--- src/rtl/rr_arb_mux_if.sv ---
// ---------------------------------------------------------------------------
// rr_arb_mux_if
//
// Purpose: bundles the source-side and master-side handshake/bus signals of
// the round-robin burst arbiter so they travel as one port.
//
// Signals:
//   s_valid   [N_SRC]            per-source beat valid (bit i = source i)
//   s_last    [N_SRC]            per-source last beat of burst
//   s_payload [N_SRC*PAYLOAD_W]  source i payload in [i*PAYLOAD_W +: PAYLOAD_W]
//   s_ready   [N_SRC]            per-source ready, at most one bit high
//   m_valid                      selected beat valid
//   m_ready                      downstream accepts beat
//   m_payload [PAYLOAD_W]        selected payload
//   m_last                       selected last flag
//   m_sel     [SEL_W]            granted source index, 0 when nothing granted
//
// Modports:
//   slave  - the arbiter's view: it receives the source traffic and the
//            downstream ready, and produces the muxed beat.
//   master - the environment's view: it drives source traffic and ready.
// ---------------------------------------------------------------------------
interface rr_arb_mux_if #(
    parameter int N_SRC     = 6,
    parameter int PAYLOAD_W = 32
);
    localparam int SEL_W = (N_SRC > 1) ? $clog2(N_SRC) : 1;

    logic [N_SRC-1:0]           s_valid;
    logic [N_SRC-1:0]           s_last;
    logic [N_SRC*PAYLOAD_W-1:0] s_payload;
    logic [N_SRC-1:0]           s_ready;
    logic                       m_valid;
    logic                       m_ready;
    logic [PAYLOAD_W-1:0]       m_payload;
    logic                       m_last;
    logic [SEL_W-1:0]           m_sel;

    modport slave (
        input  s_valid,
        input  s_last,
        input  s_payload,
        input  m_ready,
        output s_ready,
        output m_valid,
        output m_payload,
        output m_last,
        output m_sel
    );

    modport master (
        output s_valid,
        output s_last,
        output s_payload,
        output m_ready,
        input  s_ready,
        input  m_valid,
        input  m_payload,
        input  m_last,
        input  m_sel
    );
endinterface

--- src/rtl/rr_arb_mux.sv ---
// ---------------------------------------------------------------------------
// rr_arb_mux
//
// Purpose: round-robin arbiter and multiplexer for N_SRC burst sources. A
// source that wins arbitration is locked in until it sends a beat flagged
// last, or until MAX_BEATS beats have gone through without a last, in which
// case the grant is forcibly released and err_timeout pulses for one cycle.
// After every release the arbiter spends one IDLE cycle re-arbitrating, and
// the search starts just after the most recently released source.
//
// Ports:
//   ACLK         sole clock, rising edge
//   ARESET       synchronous active-high reset
//   bus          rr_arb_mux_if.slave (source beats in, muxed beat out)
//   busy         high while a grant is held
//   err_timeout  one-cycle pulse after a forced (no-last) release
//
// Parameters:
//   N_SRC      number of sources, 2..8
//   PAYLOAD_W  payload width per source
//   MAX_BEATS  beat limit per locked burst, 1..255
// ---------------------------------------------------------------------------
module rr_arb_mux #(
    parameter int N_SRC     = 6,
    parameter int PAYLOAD_W = 32,
    parameter int MAX_BEATS = 16
) (
    input  logic        ACLK,
    input  logic        ARESET,
    rr_arb_mux_if.slave bus,
    output logic        busy,
    output logic        err_timeout
);

    localparam int               SEL_W     = (N_SRC > 1) ? $clog2(N_SRC) : 1;
    localparam logic [7:0]       LAST_BEAT = 8'(MAX_BEATS - 1);
    localparam logic [SEL_W-1:0] LAST_SRC  = SEL_W'(N_SRC - 1);

    typedef enum logic {
        IDLE   = 1'b0,
        LOCKED = 1'b1
    } state_t;

    state_t           state_q, state_d;
    logic [SEL_W-1:0] gnt_q, gnt_d;
    logic [SEL_W-1:0] last_gnt_q, last_gnt_d;
    logic [7:0]       beats_q, beats_d;
    logic             err_timeout_q, err_timeout_d;

    logic [N_SRC-1:0] upper_mask;
    logic [N_SRC-1:0] req_upper;
    logic [SEL_W-1:0] first_upper;
    logic [SEL_W-1:0] first_any;
    logic [SEL_W-1:0] winner;
    logic             any_req;
    logic             xfer;

    // Round-robin winner selection. Rather than rotating the request vector,
    // the requests are split into those strictly above last_gnt and the rest.
    // The lowest requester above last_gnt wins if there is one; otherwise the
    // search has wrapped around and the lowest requester overall wins. This
    // is the same as scanning last_gnt+1, last_gnt+2, ... modulo N_SRC.
    always_comb begin
        upper_mask  = '0;
        first_upper = '0;
        first_any   = '0;
        for (int i = 0; i < N_SRC; i++) begin
            upper_mask[i] = (i > int'(last_gnt_q));
        end
        req_upper = bus.s_valid & upper_mask;
        any_req   = |bus.s_valid;
        // Scan downward so the lowest set index is the one left standing.
        for (int i = N_SRC - 1; i >= 0; i--) begin
            if (req_upper[i]) begin
                first_upper = SEL_W'(i);
            end
            if (bus.s_valid[i]) begin
                first_any = SEL_W'(i);
            end
        end
        winner = (|req_upper) ? first_upper : first_any;
    end

    // Datapath mux. Only the granted source is ever looked at, so nothing
    // from an ungranted source (including X on its payload) can leak onto
    // the master side. While IDLE every output sits at zero and no beat can
    // transfer because no s_ready bit is raised.
    always_comb begin
        bus.m_valid   = 1'b0;
        bus.m_last    = 1'b0;
        bus.m_payload = '0;
        bus.s_ready   = '0;
        bus.m_sel     = '0;
        if (state_q == LOCKED) begin
            bus.m_sel = gnt_q;
            for (int i = 0; i < N_SRC; i++) begin
                if (gnt_q == SEL_W'(i)) begin
                    bus.m_valid   = bus.s_valid[i];
                    bus.m_last    = bus.s_last[i];
                    bus.m_payload = bus.s_payload[i*PAYLOAD_W +: PAYLOAD_W];
                    bus.s_ready[i] = bus.m_ready;
                end
            end
        end
    end

    // A beat moves whenever the muxed valid meets the downstream ready.
    always_comb begin
        xfer        = bus.m_valid & bus.m_ready;
        busy        = (state_q == LOCKED);
        err_timeout = err_timeout_q;
    end

    // Next-state logic. In IDLE the winner is captured and the beat count is
    // cleared. In LOCKED the grant is frozen no matter what the sources do;
    // only transfers matter. A last beat releases normally even if it also
    // happens to be the MAX_BEATS-th beat, so the timeout flag is reserved
    // for bursts that genuinely overran. The timeout flag defaults low so it
    // can only ever be high for the single cycle after a forced release.
    always_comb begin
        state_d       = state_q;
        gnt_d         = gnt_q;
        last_gnt_d    = last_gnt_q;
        beats_d       = beats_q;
        err_timeout_d = 1'b0;
        case (state_q)
            IDLE: begin
                if (any_req) begin
                    gnt_d   = winner;
                    beats_d = '0;
                    state_d = LOCKED;
                end
            end
            LOCKED: begin
                if (xfer) begin
                    beats_d = beats_q + 8'd1;
                    if (bus.m_last) begin
                        state_d    = IDLE;
                        last_gnt_d = gnt_q;
                    end else if (beats_q == LAST_BEAT) begin
                        state_d       = IDLE;
                        last_gnt_d    = gnt_q;
                        err_timeout_d = 1'b1;
                    end
                end
            end
            default: begin
                state_d = IDLE;
            end
        endcase
    end

    // State registers. Reset wins over everything, aborts any burst without
    // raising the timeout flag, and parks last_gnt on the highest source so
    // the first arbitration after reset starts its scan at source 0.
    always_ff @(posedge ACLK) begin
        if (ARESET) begin
            state_q       <= IDLE;
            gnt_q         <= '0;
            last_gnt_q    <= LAST_SRC;
            beats_q       <= '0;
            err_timeout_q <= 1'b0;
        end else begin
            state_q       <= state_d;
            gnt_q         <= gnt_d;
            last_gnt_q    <= last_gnt_d;
            beats_q       <= beats_d;
            err_timeout_q <= err_timeout_d;
        end
    end

endmodule

--- src/flat_wrapper.sv ---
// flat-port wrapper written by rule: the top's interface ports become plain ports
module rr_arb_mux_flat 
#(
    parameter int N_SRC     = 6,
    parameter int PAYLOAD_W = 32,
    parameter int MAX_BEATS = 16
)
  (ACLK, ARESET, busy, err_timeout, bus_s_valid, bus_s_last, bus_s_payload, bus_m_ready, bus_s_ready, bus_m_valid, bus_m_payload, bus_m_last, bus_m_sel);
  rr_arb_mux_if #(.N_SRC(N_SRC), .PAYLOAD_W(PAYLOAD_W)) bus_i ();
  input  logic ACLK;
  input  logic ARESET;
  output logic busy;
  output logic err_timeout;
  input wire logic [$bits(bus_i.s_valid)-1:0] bus_s_valid;
  input wire logic [$bits(bus_i.s_last)-1:0] bus_s_last;
  input wire logic [$bits(bus_i.s_payload)-1:0] bus_s_payload;
  input wire logic [$bits(bus_i.m_ready)-1:0] bus_m_ready;
  output wire logic [$bits(bus_i.s_ready)-1:0] bus_s_ready;
  output wire logic [$bits(bus_i.m_valid)-1:0] bus_m_valid;
  output wire logic [$bits(bus_i.m_payload)-1:0] bus_m_payload;
  output wire logic [$bits(bus_i.m_last)-1:0] bus_m_last;
  output wire logic [$bits(bus_i.m_sel)-1:0] bus_m_sel;
  assign bus_i.s_valid = bus_s_valid;
  assign bus_i.s_last = bus_s_last;
  assign bus_i.s_payload = bus_s_payload;
  assign bus_i.m_ready = bus_m_ready;
  assign bus_s_ready = bus_i.s_ready;
  assign bus_m_valid = bus_i.m_valid;
  assign bus_m_payload = bus_i.m_payload;
  assign bus_m_last = bus_i.m_last;
  assign bus_m_sel = bus_i.m_sel;
  rr_arb_mux #(.N_SRC(N_SRC), .PAYLOAD_W(PAYLOAD_W), .MAX_BEATS(MAX_BEATS)) u_core (.ACLK(ACLK), .ARESET(ARESET), .bus(bus_i), .busy(busy), .err_timeout(err_timeout));
endmodule
--- config.mk ---
export PLATFORM = sky130hd
export DESIGN_NAME = rr_arb_mux_flat
export DESIGN_NICKNAME = d
export VERILOG_FILES = /design/src/rtl/rr_arb_mux_if.sv /design/src/rtl/rr_arb_mux.sv /design/src/flat_wrapper.sv
export SDC_FILE = /design/constraint.sdc
export NUM_CORES = 1
export LEC_CHECK = 0
export BUFFER_PORTS_ARGS = -buffer_cell sky130_fd_sc_hd__buf_4
export CORE_AREA = 2 2 97 99
export CTS_CLUSTER_DIAMETER = 150
export DETAILED_ROUTE_END_ITERATION = 8
export DIE_AREA = 0 0 99 101
export PLACE_DENSITY = 0.68
export SETUP_SLACK_MARGIN = 0.15
export SYNTH_ARGS = -nofsm -noshare
export SYNTH_HDL_FRONTEND = slang
export SYNTH_SLANG_ARGS = --single-unit
--- constraint.sdc ---
create_clock -name ACLK -period 3 [get_ports ACLK]
set_clock_uncertainty 0.15 [all_clocks]
set_input_delay 0.15 -clock ACLK [delete_from_list [all_inputs] [get_ports ACLK]]
set_output_delay 0.15 -clock ACLK [all_outputs]
set_load 0.01 [all_outputs]
* Yosys cells after proc, flatten, opt, wreduce, memory -nomap -nowiden
Index checks and enable logic that the tools add are counted.
** Word-level totals
- Input port bits :: 207
- Register bits :: 16
- Output and inout bits :: 45
- Word-level logic and storage cells :: 84
** Operators by class
- Equal/unequal tests :: 8
- Mux-type cells :: 53
- Add/subtract/negate cells :: 1
- Bitwise gates (word level) :: 4
- Reduce and logical (&&, ||, !) cells :: 8
- Magnitude comparators :: 5
** Operator list (count)
- 32-bit two-way mux :: 7
- 3-bit two-way mux :: 16
- 1-bit two-way mux :: 25
- 8-bit two-way mux :: 2
- 8-bit one-hot mux with 2 select lines :: 1
- 6-bit OR reduction :: 2
- 8-bit by 1-bit adder with 8-bit output, second input constant :: 1
- 8-bit by 4-bit equality test with 1-bit output, second input constant :: 1
- 6-bit AND :: 1
- 3-bit by 2-bit equality test with 1-bit output, second input constant :: 2
- 3-bit equality test, second input constant :: 2
- 2-bit by 3-bit greater-than comparator with 1-bit output, first input constant :: 2
- 3-bit greater-than comparator, first input constant :: 2
- 6-bit two-way mux :: 1
- 2-bit AND reduction :: 2
- 4-bit OR reduction :: 1
- 3-bit by 1-bit equality test with 1-bit output, second input constant :: 1
- 1-bit by 3-bit greater-than comparator with 1-bit output, first input constant :: 1
- 3-bit logical NOT :: 1
- 3-bit AND reduction :: 1
- 2-bit by 1-bit != test with 1-bit output, second input constant :: 1
- 2-bit != test, second input constant :: 1
- 1-bit NOT :: 2
- 1-bit one-hot mux with 2 select lines :: 1
- other kinds (2) :: 2

* Depth between registers and ports, before layout
- Word-level depth :: 11
- Mapped depth :: 8
- Mapped depth without buffers :: 5

* Worst setup path after synthesis
Ideal clock, no wire load.
- Path kind :: register to output
- Start point :: reg u_core.gnt_q[0]
- End point :: out bus_m_payload[10]
- Required time :: 2700 ps
- Buffers on the path :: 3
- Setup slack :: 1069 ps
- Cell stages (with the launch flop) :: 7
- Arrival time :: 1631 ps
- Cell sequence :: dfxtp_1 -> buf_4 -> buf_4 -> buf_2 -> mux4_2 -> a21oi_1 -> nor2b_1
** Between the ends
- Word-level cells in the longest chain between the ends :: 8
- Elaborated cells between the ends (all ways) :: 13
- Classes of those cells :: 5 x eq/ne; 7 x mux; 1 x reduce/logical
** Ends and longest elaborated chain
- start, declared :: RTL line rr_arb_mux.sv:45 : logic [SEL_W-1:0] gnt_q, gnt_d;
- start signal, assigned :: RTL line rr_arb_mux.sv:165 : gnt_q <= gnt_d;
- 3-bit logical NOT :: RTL line rr_arb_mux.sv:97 : if (gnt_q == SEL_W'(i)) begin
- 32-bit two-way mux (5 in series) :: RTL line rr_arb_mux.sv:97
- 32-bit two-way mux (*) :: RTL line rr_arb_mux.sv:97
- 32-bit two-way mux (*) :: RTL line rr_arb_mux.sv:94 : if (state_q == LOCKED) begin
- end, declared :: RTL line flat_wrapper.sv:20 : output wire logic [$bits(bus_i.m_payload)-1:0] bus_m_payload;
Every way passes the cells marked *; elsewhere a longest branch is shown, timed or not.

* Worst setup path in the final report
- Start point :: reg u_core.gnt_q[1]
- End point :: out bus_m_payload[30]
The elaborated chain is that of the path after synthesis.

==> metrics.txt <==
worst path arrival time=2.26 ns; peak supply drop=0.000194 V; worst hold path depth=2; cell taking the most area after synthesis=mux4_2; largest net degree at the start of global routing=41; Least-Margin Pin Slew=0.522 ns; Synth Area in Compound Gates=0.157; Buf/Inv on CP=2; PortBufs=251; Final min period=2.56 ns; fill cell total of the finished layout=884; clk slew on worst S/H paths=0.06 ns; critical path class=reg2out; main combinational cell family by area after synthesis=multiplexers; mux share of post-synthesis cell area=0.401; final hold viol count=0; PD cells=279 mW/mm^2; register area share after synthesis=0.119; WP data required=2.70 ns; CTS Buffer Depth=2; Startpoint Class=flip-flop; Max Cap Violations=0; Ports=252; crit-path cells=buf_4, mux2i_1, o21ai_0, a222oi_1, nor2_1, buf_4; Final HPWL DP=10.1 mm; final net count=764; ANT cells=0; Post-Synth Adder-Cell Area=0.00464; relative slew slack=0.652; DIE AREA=0.0100 mm^2; post-CTS setup buffers=0; fin crit share=0.852; Async S/R FF share, synth=0; crit-path max FO=27; setup_tns=0 ns; share of the synthesized area in the top cell type=0.259; DR DRC count=0; DR iter-0 viols=132; Final setup viols=0; vias per cell=5.20; syn_nets=528; Num CTS Buffers=3; area delta synth->final=74.6%; reg2reg path depth=6; CP max stage delay=0.66 ns; antenna-violating nets left=0; Worst path depth=6; vias in the first global route=3,410; Reg area=325 um^2; buffer type at the clock tree root=clkbuf_8; most frequent CP cell=buf_4; worst setup margin=0.443 ns; outcome=completed; post-layout util=0.524; Worst Hold Slack=0.0194 ns; simple-gate share of the synthesized area=0.257; Placed Cells=662; LEAKAGE=2.08 nW; first-pass GRT wire length=18.3 mm; Synth Flop Type=dfxtp_1; Routed WL=12.5 mm; Num Clock Sinks=16; initial core utilization=0.300; All-Layer GR Usage=0.228; H-tree Lvls=1; clock latency at the later pin of the worst-skew pair=0.24 ns; warning count from the yosys run=0; GR Overflow Total=0; Cells after Synth=320; Mapped Avg Cell Area=8.42 um^2; HP Class=in2reg; post-synthesis cell area=0.00269 mm^2; Finished Layout Cells=666; core area=0.00898 mm^2; Die W=99 um; Yosys cell types=48; row count=35; Post-CTS Resized=0; number of synthesized flops with an enable pin=0; CP endpoint kind=output pin; FMAX=391 MHz; cts hold-fix bufs=0; layout cells sized above 1=0.541; CTS tree=done; slowest CP cell=dfxtp_2; Final Wtd Congestion=0.884; Slew Limit Fails=0; DR vias=3,464; RSZ-0062 raised after global routing=no; Post-Synth XOR/XNOR Area=0.00325; initial antenna violation count=0; Synth Register Bits=16; 1st-pass router iterations=5; Die Y=101 um; area of the multi-input gates=0.00222 mm^2; DP Worst Slack=0.671 ns; wire length per cell=18.7 um; cells taking the most area after synthesis=mux4_2, mux2i_1, dfxtp_1; Crit path max-delay family=flip-flops
flip-flops by register name, summed over array words and instances, names as in the netlist:
name and cells:
u_core.beats_q 8, u_core.gnt_q 3, u_core.last_gnt_q 3, u_core.busy 1, u_core.err_timeout 1
cells in the final DEF, fill, tap and decap left out, drive strengths merged, types with 6 or more instances in the layout:
cell type  count
nor2b         34
nand2b        10
nand2          7
a21oi         42
dfxtp         16
nor4           6
mux4          31
o21ai          8
inv            6
buf          259
nor2          46
mux2i         37
cells by family after synthesis:
family	count (synthesis)
AOI/OAI and AO/OA	70
xor gates and xnor gates	1
adders and majority gates	1
buffers and inverters	34
DFF	16
muxes	69
and+or+nand+nor	129
metrics by stage:
stage	power (mW)	cell area [um^2]
6_report	1.31	4700
5_1_grt	1.40	4700
4_1_cts	1.32	4700
3_5_place_dp	1.13	4650
3_3_place_gp	1.12	4650
2_1_floorplan	0.720	2690
cells in the mapped netlist (4+ instances only):
cell type,n
nor2_1,46
a21oi_1,41
mux2i_1,37
nor2b_1,34
mux4_2,31
dfxtp_1,16
clkbuf_1,13
nand2b_1,10
buf_2,7
nand2_1,7
o21ai_0,7
inv_1,6
nor4_1,6
buf_1,4
nand3_1,4
nor3_1,4
metal layers:
| layer | up-vias | GRT usage | share of wire |
|---|---|---|---|
| li1 | 1671 | - | - |
| met1 | 1650 | 0.291 | 0.40 |
| met2 | 127 | 0.411 | 0.52 |
| met3 | 16 | 0.0298 | 0.063 |
| met4 | 0 | 0.0527 | 0.019 |
| met5 | - | 0 | 0 |
report_power, final:
group          internal, mW  switching [mW]  total, mW  leakage, nW
combinational         0.518           0.355      0.873         1.92
sequential            0.222          0.0308      0.252        0.131
clock                 0.116          0.0723      0.189       0.0288
path summary, 6_finish.rpt:
check / slack [ns] / start / end
max: 0.44 / u_core.gnt_q[1]$_SDFFE_PP0P_ / bus_m_payload[30]
min: 0.02 / ARESET / u_core.beats_q[1]$_SDFFE_PP0P_
max reg2reg: 0.64 / u_core.gnt_q[1]$_SDFFE_PP0P_ / u_core.beats_q[6]$_SDFFE_PP0P_
min reg2reg: 0.35 / u_core.beats_q[1]$_SDFFE_PP0P_ / u_core.beats_q[1]$_SDFFE_PP0P_
final cells by class:
cell class              instances  share of cell area
clock buffers                   4              0.0117
inverters                       6             0.00479
repair buffers                259               0.413
well taps                     111              0.0295
multi-input cells             270               0.472
flip-flops and latches         16              0.0691
No activity file was read; power rests on OpenSTA's default activity.
